[config.mk]
export PLATFORM = sky130hd
export DESIGN_NAME = hctrl_scanner
export DESIGN_NICKNAME = d
export VERILOG_FILES = /design/src/rtl/hctrl_pkg.sv /design/src/rtl/hctrl_debounce.sv /design/src/rtl/hctrl_scanner.sv
export SDC_FILE = /design/constraint.sdc
export NUM_CORES = 1
export LEC_CHECK = 0
export CORE_MARGIN = 2
export CORE_UTILIZATION = 50
export DETAILED_ROUTE_END_ITERATION = 12
export PLACE_DENSITY = 0.76
export SLEW_MARGIN = 20
export SYNTH_ARGS = -nofsm -noshare
export SYNTH_HDL_FRONTEND = slang
export SYNTH_SLANG_ARGS = --single-unit
[constraint.sdc]
create_clock -name clk -period 1.9 [get_ports clk]
set_clock_uncertainty 0.1 [all_clocks]
set_input_delay 0.38 -clock clk [delete_from_list [all_inputs] [get_ports clk]]
set_output_delay 0.38 -clock clk [all_outputs]
set_load 0.005 [all_outputs]
[src/rtl/hctrl_pkg.sv]
// Shared types and constants for the hand-controller scanner and the I/O register block.
package hctrl_pkg;

  typedef enum logic [1:0] {
    ST_IDLE,
    ST_LOAD,
    ST_SHIFT,
    ST_UPDATE
  } state_t;

  localparam int unsigned DEF_NUM_CTRL = 2;
  localparam int unsigned DEF_BITS     = 8;
  localparam int unsigned DEF_DIV_HALF = 128;
  localparam int unsigned DEF_DEBOUNCE = 2;

  // Counter width able to hold 0..n-1, never narrower than one bit.
  function automatic int unsigned cw(input int unsigned n);
    return (n < 2) ? 1 : $clog2(n);
  endfunction

endpackage

[src/rtl/hctrl_debounce.sv]
// Frame debounce: accepts a frame once enough identical frames in a row have been seen,
// then flags which controllers' slices changed.
module hctrl_debounce
  import hctrl_pkg::*;
#(
  parameter int unsigned NUM_CTRL = DEF_NUM_CTRL,
  parameter int unsigned BITS     = DEF_BITS,
  parameter int unsigned DEBOUNCE = DEF_DEBOUNCE
) (
  input  logic                     clk,
  input  logic                     reset,
  input  logic                     frame_strobe,
  input  logic [NUM_CTRL*BITS-1:0] frame,
  output logic [NUM_CTRL*BITS-1:0] ctrl_data,
  output logic [NUM_CTRL-1:0]      changed,
  output logic                     frame_done
);

  localparam int unsigned N  = NUM_CTRL * BITS;
  localparam int unsigned MW = cw(DEBOUNCE);

  logic [N-1:0]        prev;
  logic [MW-1:0]       match_cnt;
  logic [MW-1:0]       match_nxt;
  logic                accept;
  logic [NUM_CTRL-1:0] diff;

  always_comb begin
    match_nxt = '0;
    if (frame == prev) begin
      match_nxt = (match_cnt == MW'(DEBOUNCE - 1)) ? match_cnt : match_cnt + MW'(1);
    end
    accept = (match_nxt == MW'(DEBOUNCE - 1));
    diff   = '0;
    for (int unsigned c = 0; c < NUM_CTRL; c++) begin
      diff[c] = (frame[c*BITS +: BITS] != ctrl_data[c*BITS +: BITS]);
    end
  end

  always_ff @(posedge clk) begin
    if (reset) begin
      prev       <= '0;
      match_cnt  <= '0;
      ctrl_data  <= '1;
      changed    <= '0;
      frame_done <= 1'b0;
    end else begin
      frame_done <= frame_strobe;
      changed    <= '0;
      if (frame_strobe) begin
        prev      <= frame;
        match_cnt <= match_nxt;
        if (accept) begin
          ctrl_data <= frame;
          changed   <= diff;
        end
      end
    end
  end

endmodule

[src/rtl/hctrl_scanner.sv]
// Serial scanner for a 74HC165-style chain: LOAD#/CLK generation, bit capture and
// hand-off of each complete frame to the debounce stage.
module hctrl_scanner
  import hctrl_pkg::*;
#(
  parameter int unsigned NUM_CTRL = DEF_NUM_CTRL,
  parameter int unsigned BITS     = DEF_BITS,
  parameter int unsigned DIV_HALF = DEF_DIV_HALF,
  parameter int unsigned DEBOUNCE = DEF_DEBOUNCE
) (
  input  logic                     clk,
  input  logic                     reset,
  input  logic                     scan_en,
  output logic                     hctrl_clk,
  output logic                     hctrl_load_n,
  input  logic                     hctrl_data,
  output logic [NUM_CTRL*BITS-1:0] ctrl_data,
  output logic [NUM_CTRL-1:0]      changed,
  output logic                     frame_done
);

  localparam int unsigned N  = NUM_CTRL * BITS;
  localparam int unsigned DW = cw(2 * DIV_HALF);
  localparam int unsigned BW = cw(N);

  state_t        state;
  logic [DW-1:0] div;
  logic [BW-1:0] bit_cnt;
  logic [N-1:0]  shreg;

  always_ff @(posedge clk) begin
    if (reset) begin
      state        <= ST_IDLE;
      div          <= '0;
      bit_cnt      <= '0;
      shreg        <= '0;
      hctrl_clk    <= 1'b0;
      hctrl_load_n <= 1'b1;
    end else begin
      case (state)
        ST_IDLE: begin
          if (scan_en) begin
            state        <= ST_LOAD;
            div          <= '0;
            hctrl_load_n <= 1'b0;
          end
        end
        ST_LOAD: begin
          if (div == DW'(2 * DIV_HALF - 1)) begin
            state        <= ST_SHIFT;
            div          <= '0;
            bit_cnt      <= '0;
            hctrl_load_n <= 1'b1;
          end else begin
            div <= div + DW'(1);
          end
        end
        ST_SHIFT: begin
          if (div == DW'(DIV_HALF - 1)) begin
            div       <= '0;
            hctrl_clk <= ~hctrl_clk;
            // Sample QH just before issuing the rising edge that shifts the chain.
            if (!hctrl_clk) begin
              shreg <= (shreg << 1) | N'(hctrl_data);
              if (bit_cnt == BW'(N - 1)) begin
                state <= ST_UPDATE;
              end else begin
                bit_cnt <= bit_cnt + BW'(1);
              end
            end
          end else begin
            div <= div + DW'(1);
          end
        end
        ST_UPDATE: begin
          hctrl_clk <= 1'b0;
          div       <= '0;
          if (scan_en) begin
            state        <= ST_LOAD;
            hctrl_load_n <= 1'b0;
          end else begin
            state <= ST_IDLE;
          end
        end
        default: state <= ST_IDLE;
      endcase
    end
  end

  hctrl_debounce #(
    .NUM_CTRL(NUM_CTRL),
    .BITS    (BITS),
    .DEBOUNCE(DEBOUNCE)
  ) u_debounce (
    .clk         (clk),
    .reset       (reset),
    .frame_strobe(state == ST_UPDATE),
    .frame       (shreg),
    .ctrl_data   (ctrl_data),
    .changed     (changed),
    .frame_done  (frame_done)
  );

endmodule

==> flow_summary.json <==
{
  "outcome": "finished with violations",
  "violations": "setup timing",
  "syn_nets": 366,
  "holdWs_ns": 0.243,
  "cap_violations": 0,
  "ios": 25,
  "regToRegSetupSlack_ns": -0.06,
  "dp_hpwl_um": 5230,
  "critPathBufInv": 2,
  "hold_viol": 0,
  "r2r_start": "state[0]$_SDFFE_PP0P_",
  "synth_compound_area_frac": 0.124,
  "antenna_left": 0,
  "n_antenna_cell": 0,
  "finalCritPeriodShare": 1.03,
  "placed_area_sq_um": 3920,
  "worst-path-stages": 8,
  "end_kind": "register",
  "dp_cells": 479,
  "stdcell_count": 502,
  "ys_top_cells_by_area": "dfxtp_1 41%, mux2i_1 10%, xor2_1 8.3%",
  "cts_buffers": 9,
  "antenna_found_initial": 0,
  "clock_latency_ns": 0.35,
  "grt-ovfl-total": 0,
  "worstPathArrival_ns": 2.09,
  "final.setup.tns_ns": -0.142,
  "initial_utilization": 0.517,
  "synth_edf_count": 0,
  "path_clk_slew_ns": 0.07,
  "synth.mux.area_fraction": 0.109,
  "async_flop_share": 0,
  "die_area_sq_um": 7230,
  "synth-simple-area-share": 0.182,
  "start_kind": "register",
  "cts_hold_buf": 0,
  "port_buffers": 24,
  "netlist_instances": 355,
  "cp_max_fo": 4,
  "worstRegToRegCells": 8,
  "grt_start_max_net_pins": 23,
  "wl_per_cell_um": 15.4,
  "ys_warn_count": 0,
  "ys_types": 51,
  "grtUsageTotal": 0.212,
  "grt_setup_unrepaired": "yes",
  "startpoint": "state[0]$_SDFFE_PP0P_",
  "endpoint": "bit_cnt[1]$_SDFFE_PP0P_",
  "maxSlewViolCount": 0,
  "final_layout_size_suffix_gt1_frac": 0.280,
  "hold_start": "reset",
  "syn_area_sq_um": 3280,
  "die_x_um": 85.1,
  "core_area_sq_um": 6350,
  "synthAdderAreaFrac": 0.0267,
  "cts_root_buf": "clkbuf_8",
  "drc_errors": 0,
  "yosysTopAreaCell": "dfxtp_1",
  "fin_nets": 431,
  "synth-seq-cells": 67,
  "final_common_cell": "dfxtp_1",
  "leakagePower_uw": 0.00171,
  "die_h_um": 85.1,
  "cts_tree": "yes",
  "layout_common_cells": "63 x dfxtp_1, 60 x buf_4, 45 x nor2_1",
  "crit_family": "simple AND/OR/NAND/NOR gates",
  "drt-vias-per-instance": 5.50,
  "gp_congestion": 0.857,
  "grt_pass1_wl_um": 12300,
  "slew_headroom": 0.658,
  "clkSinkCount": 67,
  "peakVddDrop_mv": 0.632,
  "grt_pass1_vias": 2650,
  "critPathMaxStageDelay_ns": 0.50,
  "detail_route.first_pass.iterations": 4,
  "seq_area_frac_synth": 0.408,
  "synth_flop_cell": "dfxtp_1",
  "vias": 2762,
  "fin_area_sq_um": 4290,
  "setup_viol_count_final": 5,
  "htreeDepth": 3,
  "max_slew.worst_pin.slew_ns": 0.510,
  "synth-xor-area-share": 0.0853,
  "crit_chain": "inv_4 -> ha_4 -> nand2b_4 -> or4_4 -> a211oi_4 -> buf_4 -> nand2b_4 -> a21oi_2",
  "drt_iter0_drc": 172,
  "synth_area_per_cell_sq_um": 9.25,
  "wl_um": 7740,
  "power_density_nw_per_um2": 943,
  "max-clock-path-buffers": 2,
  "reg2reg_to": "bit_cnt[1]$_SDFFE_PP0P_",
  "power_uw": 4040,
  "synth_top_family_by_area": "simple AND/OR/NAND/NOR gates",
  "required_ns": 2.03,
  "crit_top_cell": "nand2b_4",
  "setup_slack_ns": -0.0597,
  "fmax_mhz": 510,
  "min_period_ns": 1.96,
  "rows": 29,
  "area_growth_pct": 30.6,
  "crit_type": "reg2reg",
  "netlist.area_leader.share": 0.408,
  "hold_path_class": "in2reg",
  "cp_slowest_cell": "or4_4"
}
[power by group]
| part | total (uW) | switching, uW | internal (uW) |
|---|---|---|---|
| Combinational | 1270 | 594 | 672 |
| Clock | 1180 | 571 | 609 |
| Sequential | 1600 | 89.2 | 1510 |
| Total | 4040 | 1250 | 2790 |
[sequential cells by signal, summed over array words and instances (netlist names), 2 cells and up]
signal	cells
div	8
bit_cnt	4
shreg	16
state	2
u_debounce.ctrl_data	16
u_debounce.prev	16
u_debounce.changed	2
[logic make-up (layout without fill, tap and decap cells)]
group                      count (synthesis)  after routing
muxes                                     35             35
AOI/OAI and AO/OA                         67             67
DFF                                       67             67
adders and majority gates                  7              7
xor gates and xnor gates                  32             32
and+or+nand+nor                          109            109
buffers and inverters                     38            108
[stage by stage]
| step | setup slack [ns] | util |
|---|---|---|
| floorplan | -0.0494 | - |
| global placement | -0.0394 | 0.618 |
| detailed placement | -0.108 | 0.618 |
| CTS | -0.0607 | 0.655 |
| global route | -0.128 | 0.675 |
| finish | -0.0597 | 0.675 |
[area by class of cell]
cell class	count	area, sq um
clock buffer	10	128
clock inverter	6	65.1
fill	449	2060
inverter	5	21.3
multi-input combinational	250	1880
sequential	67	1350
tap	77	96.3
timing repair buffer	87	751
[worst min-delay path by stage]
stage / end / slack [ns] / cells after the start
floorplan: bit_cnt[0]$_SDFFE_PP0P_ / 0.37 / 1
global placement: hctrl_load_n$_SDFFE_PP1P_ / 0.37 / 1
detailed placement: hctrl_load_n$_SDFFE_PP1P_ / 0.38 / 1
CTS: bit_cnt[1]$_SDFFE_PP0P_ / 0.25 / 2
global route: u_debounce.prev[0]$_SDFFE_PP0N_ / 0.26 / 2
finish: bit_cnt[1]$_SDFFE_PP0P_ / 0.24 / 2
[layer usage]
layer / GRT usage / vias up / wire length, um
met1: 0.272 / 1329 / 3580
met5: 0 / - / 0
met3: 0.0613 / 15 / 273
met4: 0.0722 / 0 / 150
met2: 0.342 / 58 / 3730
li1: - / 1360 / -
[cells in the mapped netlist (2+ instances only)]
cell type,instances
o21ai_0,11
xor2_1,31
or3_1,2
mux2i_1,33
nor3_1,17
buf_2,6
buf_6,5
dfxtp_1,67
inv_1,5
nor2b_1,3
a211oi_2,2
nand2b_1,3
nor4_2,3
clkbuf_1,17
nor2_1,45
a21oi_1,29
nand2_1,6
nand3_1,6
o21ai_1,12
buf_4,3
ha_1,7
o22ai_1,2
nor3b_1,4
nor4_1,7
and3_1,3
[timing repair]
item | CTS | global route
gates cloned | 0 | 1
pin swaps | 7 | 7
buffers inserted | 3 | 4
gates resized for setup | 6 | 18
endpoints found under the setup margin | 10 | 29
Note: power is estimated with default switching activity, not from simulation.
